<file path="src/rtl/seq_detect_stream_ctrl.sv">
`default_nettype none
// ============================================================================
//  Module      : seq_detect_stream_ctrl
//  Description : Session sequencer for a bit-serial Moore sequence detector.
//                Accepts parallel words over valid/ready, serializes them one
//                bit per clock onto the detector input, drives the detector
//                reset, counts detector hits and ends the session on word
//                exhaustion, hit limit or abort.
//  Ports       : clock/reset        - clock, asynchronous active-high reset
//                start/abort        - session start (IDLE only) / early end
//                word_count         - words in the session (latched at start)
//                hit_limit          - hits before early stop, 0 = unlimited
//                in_data/in_valid/in_ready - word source handshake
//                sequence_out       - serial bit to detector (registered)
//                det_reset          - detector reset (registered)
//                detector_in        - detector output
//                busy/done          - session in progress / end pulse
//                underrun           - sticky: source starved mid-session
//                hit_count          - saturating hit counter
//  Config      : SEQ_CTRL_LSB_FIRST_EN - when defined, words go out LSB
//                first; otherwise MSB first. Timing is identical.
//  Revision    : 1.0 - initial release
// ============================================================================
module seq_detect_stream_ctrl #(
    parameter int WORD_W      = 8,
    parameter int CNT_W       = 16,
    parameter int DET_RST_CYC = 2,
    parameter int DRAIN_CYC   = 2
) (
    input  logic              clock,
    input  logic              reset,
    input  logic              start,
    input  logic              abort,
    input  logic [CNT_W-1:0]  word_count,
    input  logic [CNT_W-1:0]  hit_limit,
    input  logic [WORD_W-1:0] in_data,
    input  logic              in_valid,
    output logic              in_ready,
    output logic              sequence_out,
    output logic              det_reset,
    input  logic              detector_in,
    output logic              busy,
    output logic              done,
    output logic              underrun,
    output logic [CNT_W-1:0]  hit_count
);

    typedef enum logic [2:0] {
        ST_IDLE  = 3'd0,
        ST_DRST  = 3'd1,
        ST_LOAD  = 3'd2,
        ST_SHIFT = 3'd3,
        ST_DRAIN = 3'd4,
        ST_DONE  = 3'd5
    } state_t;

    // One shared in-state cycle timer covers DRST, SHIFT and DRAIN.
    localparam int c_max_a   = (WORD_W > DET_RST_CYC) ? WORD_W : DET_RST_CYC;
    localparam int c_max_cyc = (c_max_a > DRAIN_CYC) ? c_max_a : DRAIN_CYC;
    localparam int c_tmr_w   = $clog2(c_max_cyc + 1);

    localparam logic [c_tmr_w-1:0] c_drst_last  = c_tmr_w'(DET_RST_CYC - 1);
    localparam logic [c_tmr_w-1:0] c_bit_last   = c_tmr_w'(WORD_W - 1);
    localparam logic [c_tmr_w-1:0] c_drain_last = c_tmr_w'(DRAIN_CYC - 1);

    state_t              r_state;
    state_t              w_next_state;
    logic [c_tmr_w-1:0]  r_tmr;
    logic [CNT_W-1:0]    r_words_left;
    logic [CNT_W-1:0]    r_hit_limit;
    logic [CNT_W-1:0]    r_hit_count;
    logic [WORD_W-1:0]   r_shreg;
    logic                r_seq_out;
    logic                r_det_reset;
    logic                r_det_reset_q;
    logic                r_underrun;

    logic                w_busy;
    logic                w_last_bit;
    logic                w_limit_hit;
    logic                w_stop;
    logic                w_ready;
    logic                w_take;
    logic                w_hit_en;
    logic                w_seq_next;
    logic                w_underrun_set;
    logic                w_first_bit;
    logic                w_sh_bit;
    logic [WORD_W-1:0]   w_in_rest;
    logic [WORD_W-1:0]   w_sh_rest;

    // r_shreg always holds the bits still to be sent, next bit at the
    // outgoing end; the first bit of a word goes straight to sequence_out.
`ifdef SEQ_CTRL_LSB_FIRST_EN
    assign w_first_bit = in_data[0];
    assign w_in_rest   = {1'b0, in_data[WORD_W-1:1]};
    assign w_sh_bit    = r_shreg[0];
    assign w_sh_rest   = {1'b0, r_shreg[WORD_W-1:1]};
`else
    assign w_first_bit = in_data[WORD_W-1];
    assign w_in_rest   = {in_data[WORD_W-2:0], 1'b0};
    assign w_sh_bit    = r_shreg[WORD_W-1];
    assign w_sh_rest   = {r_shreg[WORD_W-2:0], 1'b0};
`endif

    assign w_busy      = (r_state == ST_DRST) || (r_state == ST_LOAD) ||
                         (r_state == ST_SHIFT) || (r_state == ST_DRAIN);
    assign w_last_bit  = (r_state == ST_SHIFT) && (r_tmr == c_bit_last);
    assign w_limit_hit = (r_hit_limit != '0) && (r_hit_count >= r_hit_limit);
    // Ending conditions block in_ready so no word is consumed on the way out.
    assign w_stop      = abort || w_limit_hit;
    assign w_ready     = !w_stop &&
                         ((r_state == ST_LOAD) || (w_last_bit && (r_words_left != '0)));
    assign w_take      = in_valid && w_ready;
    // A hit is trusted only if the detector was out of reset last cycle.
    assign w_hit_en    = detector_in && !r_det_reset_q &&
                         ((r_state == ST_SHIFT) || (r_state == ST_LOAD) ||
                          (r_state == ST_DRAIN));

    always_comb begin
        w_next_state   = r_state;
        w_seq_next     = 1'b0;
        w_underrun_set = 1'b0;
        case (r_state)
            ST_IDLE: begin
                if (start) begin
                    w_next_state = (word_count == '0) ? ST_DONE : ST_DRST;
                end
            end
            ST_DRST: begin
                if (w_stop)                    w_next_state = ST_DONE;
                else if (r_tmr == c_drst_last) w_next_state = ST_LOAD;
            end
            ST_LOAD: begin
                if (w_stop) begin
                    w_next_state = ST_DONE;
                end else if (w_take) begin
                    w_next_state = ST_SHIFT;
                    w_seq_next   = w_first_bit;
                end
            end
            ST_SHIFT: begin
                if (w_stop) begin
                    w_next_state = ST_DONE;
                end else if (!w_last_bit) begin
                    w_seq_next = w_sh_bit;
                end else if (w_take) begin
                    w_seq_next = w_first_bit;
                end else if (r_words_left != '0) begin
                    w_next_state   = ST_LOAD;
                    w_underrun_set = 1'b1;
                end else begin
                    w_next_state = ST_DRAIN;
                end
            end
            ST_DRAIN: begin
                if (w_stop || (r_tmr == c_drain_last)) w_next_state = ST_DONE;
            end
            ST_DONE: w_next_state = ST_IDLE;
            default: w_next_state = ST_IDLE;
        endcase
    end

    always_ff @(posedge clock or posedge reset) begin
        if (reset) begin
            r_state <= ST_IDLE;
        end else begin
            r_state <= w_next_state;
        end
    end

    always_ff @(posedge clock or posedge reset) begin
        if (reset) begin
            r_tmr         <= '0;
            r_words_left  <= '0;
            r_hit_limit   <= '0;
            r_hit_count   <= '0;
            r_shreg       <= '0;
            r_seq_out     <= 1'b0;
            r_det_reset   <= 1'b1;
            r_det_reset_q <= 1'b1;
            r_underrun    <= 1'b0;
        end else begin
            // Timer restarts on every state change and on every new word.
            if ((w_next_state != r_state) || w_take) r_tmr <= '0;
            else                                     r_tmr <= r_tmr + c_tmr_w'(1);

            if (w_take)                    r_shreg <= w_in_rest;
            else if (r_state == ST_SHIFT)  r_shreg <= w_sh_rest;

            if ((r_state == ST_IDLE) && start) begin
                r_words_left <= word_count;
                r_hit_limit  <= hit_limit;
                r_hit_count  <= '0;
                r_underrun   <= 1'b0;
            end else begin
                if (w_take) r_words_left <= r_words_left - CNT_W'(1);
                if (w_hit_en && (r_hit_count != '1)) r_hit_count <= r_hit_count + CNT_W'(1);
                if (w_underrun_set) r_underrun <= 1'b1;
            end

            // Registered outputs track the state being entered.
            r_seq_out     <= w_seq_next;
            r_det_reset   <= !((w_next_state == ST_SHIFT) || (w_next_state == ST_DRAIN));
            r_det_reset_q <= r_det_reset;
        end
    end

    assign in_ready     = w_ready;
    assign sequence_out = r_seq_out;
    assign det_reset    = r_det_reset;
    assign busy         = w_busy;
    assign done         = (r_state == ST_DONE);
    assign underrun     = r_underrun;
    assign hit_count    = r_hit_count;

endmodule
`default_nettype wire

</file>
<file path="config.mk">
export PLATFORM = sky130hd
export DESIGN_NAME = seq_detect_stream_ctrl
export DESIGN_NICKNAME = d
export VERILOG_FILES = /design/src/rtl/seq_detect_stream_ctrl.sv
export SDC_FILE = /design/constraint.sdc
export NUM_CORES = 1
export LEC_CHECK = 0
export CAP_MARGIN = 15
export CORE_UTILIZATION = 25
export CTS_BUF_LIST = sky130_fd_sc_hd__clkbuf_4 sky130_fd_sc_hd__clkbuf_8
export CTS_CLUSTER_SIZE = 30
export DETAILED_ROUTE_END_ITERATION = 10
export HOLD_SLACK_MARGIN = 0.03
export PLACE_DENSITY = 0.52
export SLEW_MARGIN = 0
export SYNTH_ARGS = -nofsm -noshare
export SYNTH_HDL_FRONTEND = slang
export SYNTH_SLANG_ARGS = --single-unit
</file>
<file path="constraint.sdc">
create_clock -name clock -period 2.78 [get_ports clock]
set_input_delay 0.278 -clock clock [delete_from_list [all_inputs] [get_ports clock]]
set_output_delay 0.278 -clock clock [all_outputs]
set_load 0.02 [all_outputs]
</file>
==> results.tsv, run 1 <==
stage	metric	value	unit
placed_design	dp_worst_setup_slack	-390	ps
global_route	grt_overflow	0	
setup_path	crit_path_end_kind	primary output	
die	io_pins	68	
logic_synthesis	synthCells	418	
drt	wl_per_cell	15.3	um
logic_synthesis	yosysSeqAreaShare	43.0	%
setup_path	crit_slowest_cell	dfrtp_2	
logic_synthesis	synth_compound_area_share	14.8	%
pwr	power_per_cell_area	729	nW/um2
setup_path	crit_start	hit_count[13]$_DFFE_PP0P_	
drt	drt_first_iter_violations	151	
pwr	pwr-share-clk	20.9	%
worst_hold_path	hp-start	det_reset$_DFF_PP1_	
logic_synthesis	synth_mux_area_share	3.13	%
pwr	vdd_drop_max	0.283	mV
pwr	leakage	2.33	nW
placed_design	gp_congestion	0.775	
die	die_w	126	um
finish	drive_above_1_share	23.3	%
setup_path	setup.worst_path.start_class	flip-flop	
logic_synthesis	avgSynthCellArea	9.19	um2
logic_synthesis	synth_fa_ha_area_share	6.51	%
clock_tree	clkTransAtPathRegs	70	ps
pwr	netSwitchingFraction	37.1	%
logic_synthesis	synth_top_family_by_area	simple AND/OR/NAND/NOR gates	
die	rows	44	
finish	nNetsFinal	601	
global_route	grt_pass1_wl	17500	um
clock_tree	cts_buffer_depth	2	
sta	fmax	0.350	GHz
die	coreArea	14800	um2
run_status	violations	setup timing	
global_route	grt_usage	14.2	%
logic_synthesis	synth_area	3840	um2
global_route	grt_max_degree	69	
clock_tree	clk_latency	370	ps
setup_path	rr_worst_depth	12	
logic_synthesis	yosysUniqueCellTypes	53	
setup_path	r2r-start	r_words_left[0]$_DFFE_PP0P_	
drt	drc_errors	0	
finish	fillers	1530	
sta	slew_violations	0	
die	start_util	26.0	%
setup_path	crit_top_cell	a21o_1	
sta	tightest_slew	788	ps
worst_hold_path	min_path_cells	0	
setup_path	critPathRequiredTime	2500	ps
setup_path	crit_path_cell_trace	ha_4 > a21o_1 > a21o_1 > a2111o_1 > o31a_1 > or3_4 > a21oi_4 > buf_6	
pwr	internal-power	2.55	mW
finish	fin_util	37.7	%
setup_path	worstSetupPathType	reg -> out	
clock_tree	hold_buffers	0	
sta	min_period_over_period	103	%
logic_synthesis	synth-async-reset-ratio	100	%
logic_synthesis	syn-num-nets	484	
sta	fin_hold_ws	371	ps
worst_hold_path	min_path_type	reg -> reg	
drt	vias	3458	
logic_synthesis	synth-simple-area-share	21.6	%
die	die_area	15900	um2
sta	period_needed	2860	ps
clock_tree	root_buffer	clkbuf_8	
drt	viasPerCell	4.78	
pwr	p_comb_share	42.8	%
die	die_h	126	um
setup_path	critPathArrivalTime	2580	ps
clock_tree	cts_buffers	9	
logic_synthesis	yosys_register_bits	66	
clock_tree	numClockSinks	66	
global_route	grt_pass1_vias	3383	
logic_synthesis	synth-edff-count	0	
finish	area_growth	44.7	%
placed_design	portBuffers	67	
clock_tree	cts_tree	yes	
drt	drt-total-wl	11100	um
global_route	antenna_found_initial	0	
placed_design	detailed_place_hpwl	7900	um
drt	firstDrtPassIters	4	
clock_tree	h-tree-depth	3	
sta	setup_ws	-76.5	ps
sta	hold_viol	0	
sta	rsz0062_at_grt	yes	
logic_synthesis	ys_warn_count	0	
finish	diodes	0	
flow_run	drv_cap	0	
setup_path	slowest_delay	430	ps
pwr	seqPwrFrac	36.3	%
sta	slew_headroom	47.4	%
drt	postRouteAntennaNets	0	
sta	setup_viol	4	
logic_synthesis	synthFlopType	dfrtp_1	
logic_synthesis	yosys.area_share.xor_xnor	5.24	%
run_status	status	finished with violations	
pwr	p_switching	1.50	mW
sta	clock_skew	10.5	ps
setup_path	path_max_fanout	2	
==> Yosys cell counts (9+ instances only) <==
library cell / instances / area (um2)
nor2_1: 29 / 109
a21oi_1: 16 / 80.1
mux2i_1: 12 / 120
o21ai_0: 33 / 165
nand2_1: 53 / 199
inv_1: 30 / 113
xnor2_1: 17 / 149
ha_1: 20 / 250
dfrtp_1: 64 / 1600
clkbuf_1: 14 / 52.6
nor4_1: 17 / 106
nor3_1: 9 / 45.0
==> area by class of cell <==
type | instances | area, um2 | share of cell area (%)
well taps | 184 | 230 | 4.14
repair buffers | 123 | 1160 | 20.9
flip-flops and latches | 66 | 1660 | 29.8
clock buffers | 12 | 153 | 2.75
inverters | 30 | 113 | 2.03
clock inverters | 4 | 51.3 | 0.923
multi-input cells | 305 | 2200 | 39.5
==> routing by layer <==
layer  up-vias  share of wire (%)  track usage (%)  wire, um
met2        72                 45             21.6      4960
met1      1649                 48             19.2      5340
li1       1723                  -                -         -
met3        14                5.2             3.87       573
met4         0                1.8             5.53       199
met5         -                  0                0         0
==> power groups by stage <==
stage / logic, mW / registers [mW] / clock network, mW
floorplan: 0.968 / 1.46 / 0
global placement: 1.52 / 1.46 / 0
detailed placement: 1.56 / 1.48 / 0
CTS: 1.59 / 1.47 / 0.880
global route: 1.93 / 1.51 / 0.921
finish: 1.73 / 1.47 / 0.847
==> what timing repair did <==
action	CTS	global route
setup buffers	0	12
pin swaps	6	18
resized for setup	13	36
endpoints found under the setup margin	15	30
cloned	0	1
endpoints found under the hold margin	0	0
==> per-stage QoR <==
stage	instances	total power [mW]	instance area (um2)	TNS (ps)
finish	724	4.05	5560	-147
detailed placement	695	3.04	5060	-2760
global route	724	4.36	5560	-893
floorplan	418	2.43	3910	-184
CTS	711	3.94	5280	-845
global placement	695	2.99	5060	-2200
==> logic make-up (layout without fill, tap and decap cells) <==
| family | after synthesis | count (layout) |
|---|---|---|
| AOI/OAI and AO/OA | 87 | 87 |
| xor gates and xnor gates | 23 | 23 |
| adders and majority gates | 20 | 20 |
| buffers and inverters | 48 | 169 |
| DFF | 66 | 66 |
| muxes | 12 | 12 |
| and+or+nand+nor | 162 | 163 |
==> sequential cells by signal, indices dropped and copies added, names as in the netlist <==
| signal | flops |
|---|---|
| r_hit_limit | 16 |
| det_reset | 1 |
| r_tmr | 4 |
| r_words_left | 16 |
| r_state | 3 |
| r_det_reset_q | 1 |
| hit_count | 16 |
| sequence_out | 1 |
| underrun | 1 |
| r_shreg | 7 |
==> critical path, delay by kind of cell, from the launching register on <==
kind	cells	cell delay, ps
and+or+nand+nor	1	360
DFF	1	430
AOI/OAI and AO/OA	5	1060
adders and majority gates	1	240
buffers and inverters	1	130
==> final timing paths <==
check | endpoint | slack [ps]
min in group asynchronous | r_shreg[1]$_DFFE_PP0P_ | 380
worst max register to register | r_tmr[3]$_DFF_PP0_ | -30
worst min-delay path | r_det_reset_q$_DFF_PP1_ | 370
worst min register to register | r_det_reset_q$_DFF_PP1_ | 370
max in group asynchronous | r_det_reset_q$_DFF_PP1_ | 1700
worst max-delay path | in_ready | -80
==> placed cells by master, fill, tap and decap left out, types with 8 or more instances in the layout <==
cell type         n
xnor2_1          17
nand4_1           8
ha_1             16
inv_1            23
o21ai_0          30
nor4_1           13
nand2_1          53
clkdlybuf4s50_1  66
a21oi_1          14
nand3_1           8
buf_4            46
nor2_1           28
clkbuf_8         10
dfrtp_1          63
mux2i_1          11
(Power assumes the default switching activity.)
==> run 2, diff against run 1 <==
- CORE_UTILIZATION: 25 -> 42
- PLACE_DENSITY: 0.52 -> 0.76
- SKIP_LAST_GASP: not set -> 1
==> results.tsv, run 2 (same netlist as run 1, synthesis figures left out) <==
stage	metric	value	unit
finish	nNetsFinal	596	
setup_path	rr_worst_depth	11	
sta	setup_viol	3	
setup_path	critPathArrivalTime	2580	ps
finish	fillers	739	
clock_tree	cts_tree	yes	
drt	postRouteAntennaNets	0	
pwr	p_total	4.05	mW
drt	firstDrtPassIters	8	
finish	final_cell_mix	66 x clkdlybuf4s50_1, 63 x dfrtp_1, 53 x nand2_1	
drt	drt_first_iter_violations	239	
clock_tree	h-tree-depth	3	
sta	slew_violations	0	
global_route	grt_overflow	0	
flow_run	drv_cap	0	
setup_path	path_max_fanout	2	
finish	drive_above_1_share	21.5	%
drt	drt-total-wl	10100	um
global_route	grt_max_degree	52	
clock_tree	hold_buffers	0	
sta	fin_hold_ws	274	ps
clock_tree	clkTransAtPathRegs	80	ps
run_status	status	finished with violations	
placed_design	gp_congestion	0.870	
die	coreArea	8810	um2
clock_tree	cts_buffers	9	
die	die_area	9540	um2
drt	vias	3521	
sta	min_period_over_period	103	%
sta	clock_skew	9.54	ps
clock_tree	numClockSinks	66	
setup_path	setup.worst_path.start_class	flip-flop	
sta	slew_headroom	60.0	%
drt	viasPerCell	5.48	
sta	rsz0062_at_grt	yes	
pwr	leakage	2.29	nW
finish	diodes	0	
sta	period_needed	2860	ps
placed_design	portBuffers	67	
sta	hold_viol	0	
die	die_h	97.7	um
setup_path	worst-r2r-setup-slack	-20	ps
setup_path	critPathRequiredTime	2500	ps
finish	final_common_cell	clkdlybuf4s50_1	
drt	drc_errors	8	
run_status	violations	DRC, setup timing	
pwr	power_per_cell_area	756	nW/um2
global_route	grt_pass1_vias	3582	
global_route	grt_pass1_wl	16600	um
setup_path	crit_start	r_hit_limit[13]$_DFFE_PP0P_	
setup_path	regToRegEndpoint	r_words_left[13]$_DFFE_PP0P_	
global_route	grt_usage	22.0	%
finish	fin_util	60.8	%
clock_tree	cts_buffer_depth	2	
die	start_util	43.6	%
pwr	vdd_drop_max	0.342	mV
drt	wl_per_cell	15.8	um
die	rows	34	
sta	fin_tns_setup	-109	ps
die	io_pins	68	
sta	tightest_slew	599	ps
sta	setup_ws	-76.1	ps
placed_design	detailed_place_hpwl	7420	um
die	die_w	97.7	um
placed_design	dp_worst_setup_slack	-395	ps
sta	fmax	0.350	GHz
setup_path	r2r-start	r_words_left[0]$_DFFE_PP0P_	
finish	area_growth	39.4	%
setup_path	worstSetupPathType	reg -> out	
worst_hold_path	min_path_type	in -> async	
setup_path	crit_path_end_kind	primary output	
clock_tree	clk_latency	340	ps
global_route	antenna_found_initial	0	
clock_tree	root_buffer	clkbuf_8	
-- run 2: report_power, final --
group | internal [mW] | switching (mW)
logic | 0.793 | 0.867
clock network | 0.537 | 0.380
registers | 1.27 | 0.207
total | 2.60 | 1.45
-- run 2: repair_timing --
item	CTS	global route
setup buffers	0	6
resized for setup	11	21
gates cloned	0	0
pin swaps	6	12
endpoints found under the setup margin	17	30
-- run 2: layout make-up --
cell class,count,area [um2],share of cell area (%)
Clock inverter,5,77.6,1.45
Clock buffer,11,145,2.71
Timing Repair Buffer,119,1090,20.4
Multi-Input combinational cell,304,2130,39.9
Inverter,30,113,2.10
Sequential cell,66,1660,30.9
Tap cell,108,135,2.52
-- run 2: how the worst max path moves through the flow --
stage                             endpoint  cells past startpoint  slack (ps)
6_report                          in_ready                      9         -80
4_1_cts                           in_ready                      9        -130
3_5_place_dp                      in_ready                      9        -390
3_3_place_gp                      in_ready                      9        -370
2_1_floorplan  r_words_left[1]$_DFFE_PP0P_                     13         -50
5_1_grt                           in_ready                      9        -180
-- run 2: stage by stage --
step	cells	area, um2
after floorplan	418	3910
final	643	5360
after global placement	621	4970
after CTS	637	5200
after detailed placement	621	4970
after global routing	643	5360
-- run 2: per-layer routing --
metal  part of all wire [%]  global-route usage, %  vias up  routed length, um
met1                     45                   27.8     1711               4570
met5                      0                      0        -                  0
met3                    3.9                   4.89       19                399
li1                       -                      -     1710                  -
met4                    2.3                   8.62        0                231
met2                     49                   36.6       81               4940
-- run 2: worst max-delay path, cell delays in order (launching register included) --
cell	delay [ps]
dfrtp_1	390
inv_2	80
ha_4	200
a21o_1	150
a21o_1	160
a2111o_1	360
o31a_1	290
or3_4	360
a21oi_4	120
buf_6	130
==> run 3, diff against run 2 <==
- PLACE_DENSITY: 0.76 -> 0.73
- clock period: 2.78 -> 3.4 ns (I/O delays scaled with it)
==> results.tsv, run 3 (same netlist as run 1, synthesis figures left out) <==
stage	metric	value	unit
drt	postRouteAntennaNets	0	
drt	firstDrtPassIters	10	
worst_hold_path	hp-start	det_reset$_DFF_PP1_	
global_route	antenna_found_initial	0	
pwr	p_switching	1.09	mW
sta	hold_viol	0	
setup_path	critPathArrivalTime	3360	ps
pwr	leakage	2.05	nW
placed_design	detailed_place_hpwl	6740	um
clock_tree	h-tree-depth	3	
sta	period_needed	3130	ps
setup_path	critPathRequiredTime	3630	ps
sta	tightest_slew	905	ps
pwr	power_per_cell_area	626	nW/um2
drt	vias	3318	
finish	final_common_cell	clkdlybuf4s50_1	
clock_tree	cts_buffer_depth	2	
finish	nNetsFinal	552	
pwr	p_comb_share	33.8	%
sta	slew_violations	0	
die	start_util	43.6	%
placed_design	gp_congestion	0.844	
die	die_area	9540	um2
pwr	vdd_drop_max	0.299	mV
setup_path	regToRegEndpoint	r_words_left[1]$_DFFE_PP0P_	
finish	fin_util	54.8	%
worst_hold_path	min_path_type	reg -> reg	
clock_tree	cts_buffers	9	
die	die_h	97.7	um
global_route	grt_pass1_vias	3254	
sta	fin_tns_setup	0	ps
finish	final_cell_mix	66 x clkdlybuf4s50_1, 64 x dfrtp_1, 53 x nand2_1	
flow_run	drv_cap	0	
worst_hold_path	whs_endpoint	r_det_reset_q$_DFF_PP1_	
clock_tree	cts_tree	yes	
die	rows	34	
setup_path	worst-r2r-setup-slack	270	ps
clock_tree	hold_buffers	0	
setup_path	crit_path_end_kind	flip-flop	
drt	wl_per_cell	15.5	um
finish	drive_above_1_share	8.96	%
setup_path	rr_worst_depth	10	
drt	viasPerCell	5.54	
setup_path	worstSetupPathType	reg -> reg	
pwr	pwr-share-clk	24.8	%
global_route	grt_overflow	0	
sta	setup_viol	0	
pwr	netSwitchingFraction	36.1	%
pwr	internal-power	1.93	mW
die	coreArea	8810	um2
setup_path	r2r-start	r_words_left[0]$_DFFE_PP0P_	
global_route	grt_usage	20.0	%
drt	drt_first_iter_violations	196	
die	die_w	97.7	um
drt	drt-total-wl	9260	um
run_status	violations	DRC	
run_status	status	finished with violations	
clock_tree	numClockSinks	66	
sta	min_period_over_period	92.2	%
die	io_pins	68	
sta	fmax	0.319	GHz
setup_path	path_max_fanout	9	
worst_hold_path	min_path_cells	0	
clock_tree	root_buffer	clkbuf_8	
placed_design	portBuffers	67	
sta	slew_headroom	39.0	%
sta	rsz0062_at_grt	no	
setup_path	setup.worst_path.start_class	flip-flop	
drt	drc_errors	6	
global_route	grt_pass1_wl	15300	um
pwr	seqPwrFrac	41.4	%
finish	area_growth	25.6	%
clock_tree	clk_latency	350	ps
global_route	grt_max_degree	67	
clock_tree	clkTransAtPathRegs	70	ps
finish	fillers	795	
finish	diodes	0	
sta	clock_skew	16.9	ps
run 3: per-stage QoR:
step / total power, mW / instance area, um2 / std cells / setup slack [ps] / hold slack (ps)
after floorplan: 1.94 / 3840 / 418 / 272 / 401
after global placement: 2.22 / 4600 / 583 / 187 / 357
after detailed placement: 2.27 / 4600 / 583 / 117 / 358
after CTS: 3.03 / 4820 / 599 / 84.8 / 376
after global routing: 3.23 / 4820 / 599 / 114 / 383
final: 3.02 / 4820 / 599 / 265 / 373
run 3: worst max-delay path by stage:
stage,start,end,slack (ps),cells after the start
finish,r_words_left[0]$_DFFE_PP0P_,r_words_left[1]$_DFFE_PP0P_,270,10
global route,hit_count[0]$_DFFE_PP0P_,in_ready,110,9
CTS,hit_count[13]$_DFFE_PP0P_,r_words_left[5]$_DFFE_PP0P_,80,9
detailed placement,hit_count[13]$_DFFE_PP0P_,r_words_left[5]$_DFFE_PP0P_,120,9
global placement,hit_count[13]$_DFFE_PP0P_,r_words_left[5]$_DFFE_PP0P_,190,9
floorplan,hit_count[13]$_DFFE_PP0P_,in_ready,270,8
run 3: per-layer routing:
| metal | wire length, um | up-vias | global-route usage, % |
|---|---|---|---|
| met1 | 4470 | 1601 | 27.4 |
| met4 | 205 | 0 | 8.97 |
| li1 | - | 1626 | - |
| met5 | 0 | - | 0 |
| met2 | 4270 | 72 | 31.4 |
| met3 | 305 | 19 | 2.88 |
run 3: layout make-up:
type | count | area [um2] | area share, %
multi-input combinational | 304 | 1970 | 40.9
sequential | 66 | 1650 | 34.3
timing repair buffer | 75 | 726 | 15.0
clock buffer | 11 | 145 | 3.01
tap | 108 | 135 | 2.80
inverter | 30 | 113 | 2.33
clock inverter | 5 | 77.6 | 1.61
run 3: worst max-delay path, cell delays in order, from the launching register on:
cell       delay, ps
dfrtp_1          380
inv_1            100
ha_1             210
or4b_4           540
or4b_4           510
o2111ai_2        230
or2_2            160
or2_1            330
buf_4            230
nand2_1           60
o221a_2          270
run 3: timing repair:
| item | CTS | global route |
|---|---|---|
| cloned | 0 | 0 |
| setup endpoints to repair | 1 | 10 |
| buffers inserted | 0 | 0 |
| resized for setup | 1 | 4 |
run 3: power groups by stage:
stage	sequential (mW)	clock, mW	combinational, mW
2_1_floorplan	1.19	0	0.753
3_3_place_gp	1.25	0	0.978
3_5_place_dp	1.26	0	1.01
4_1_cts	1.25	0.763	1.02
5_1_grt	1.28	0.792	1.15
6_report	1.25	0.750	1.02
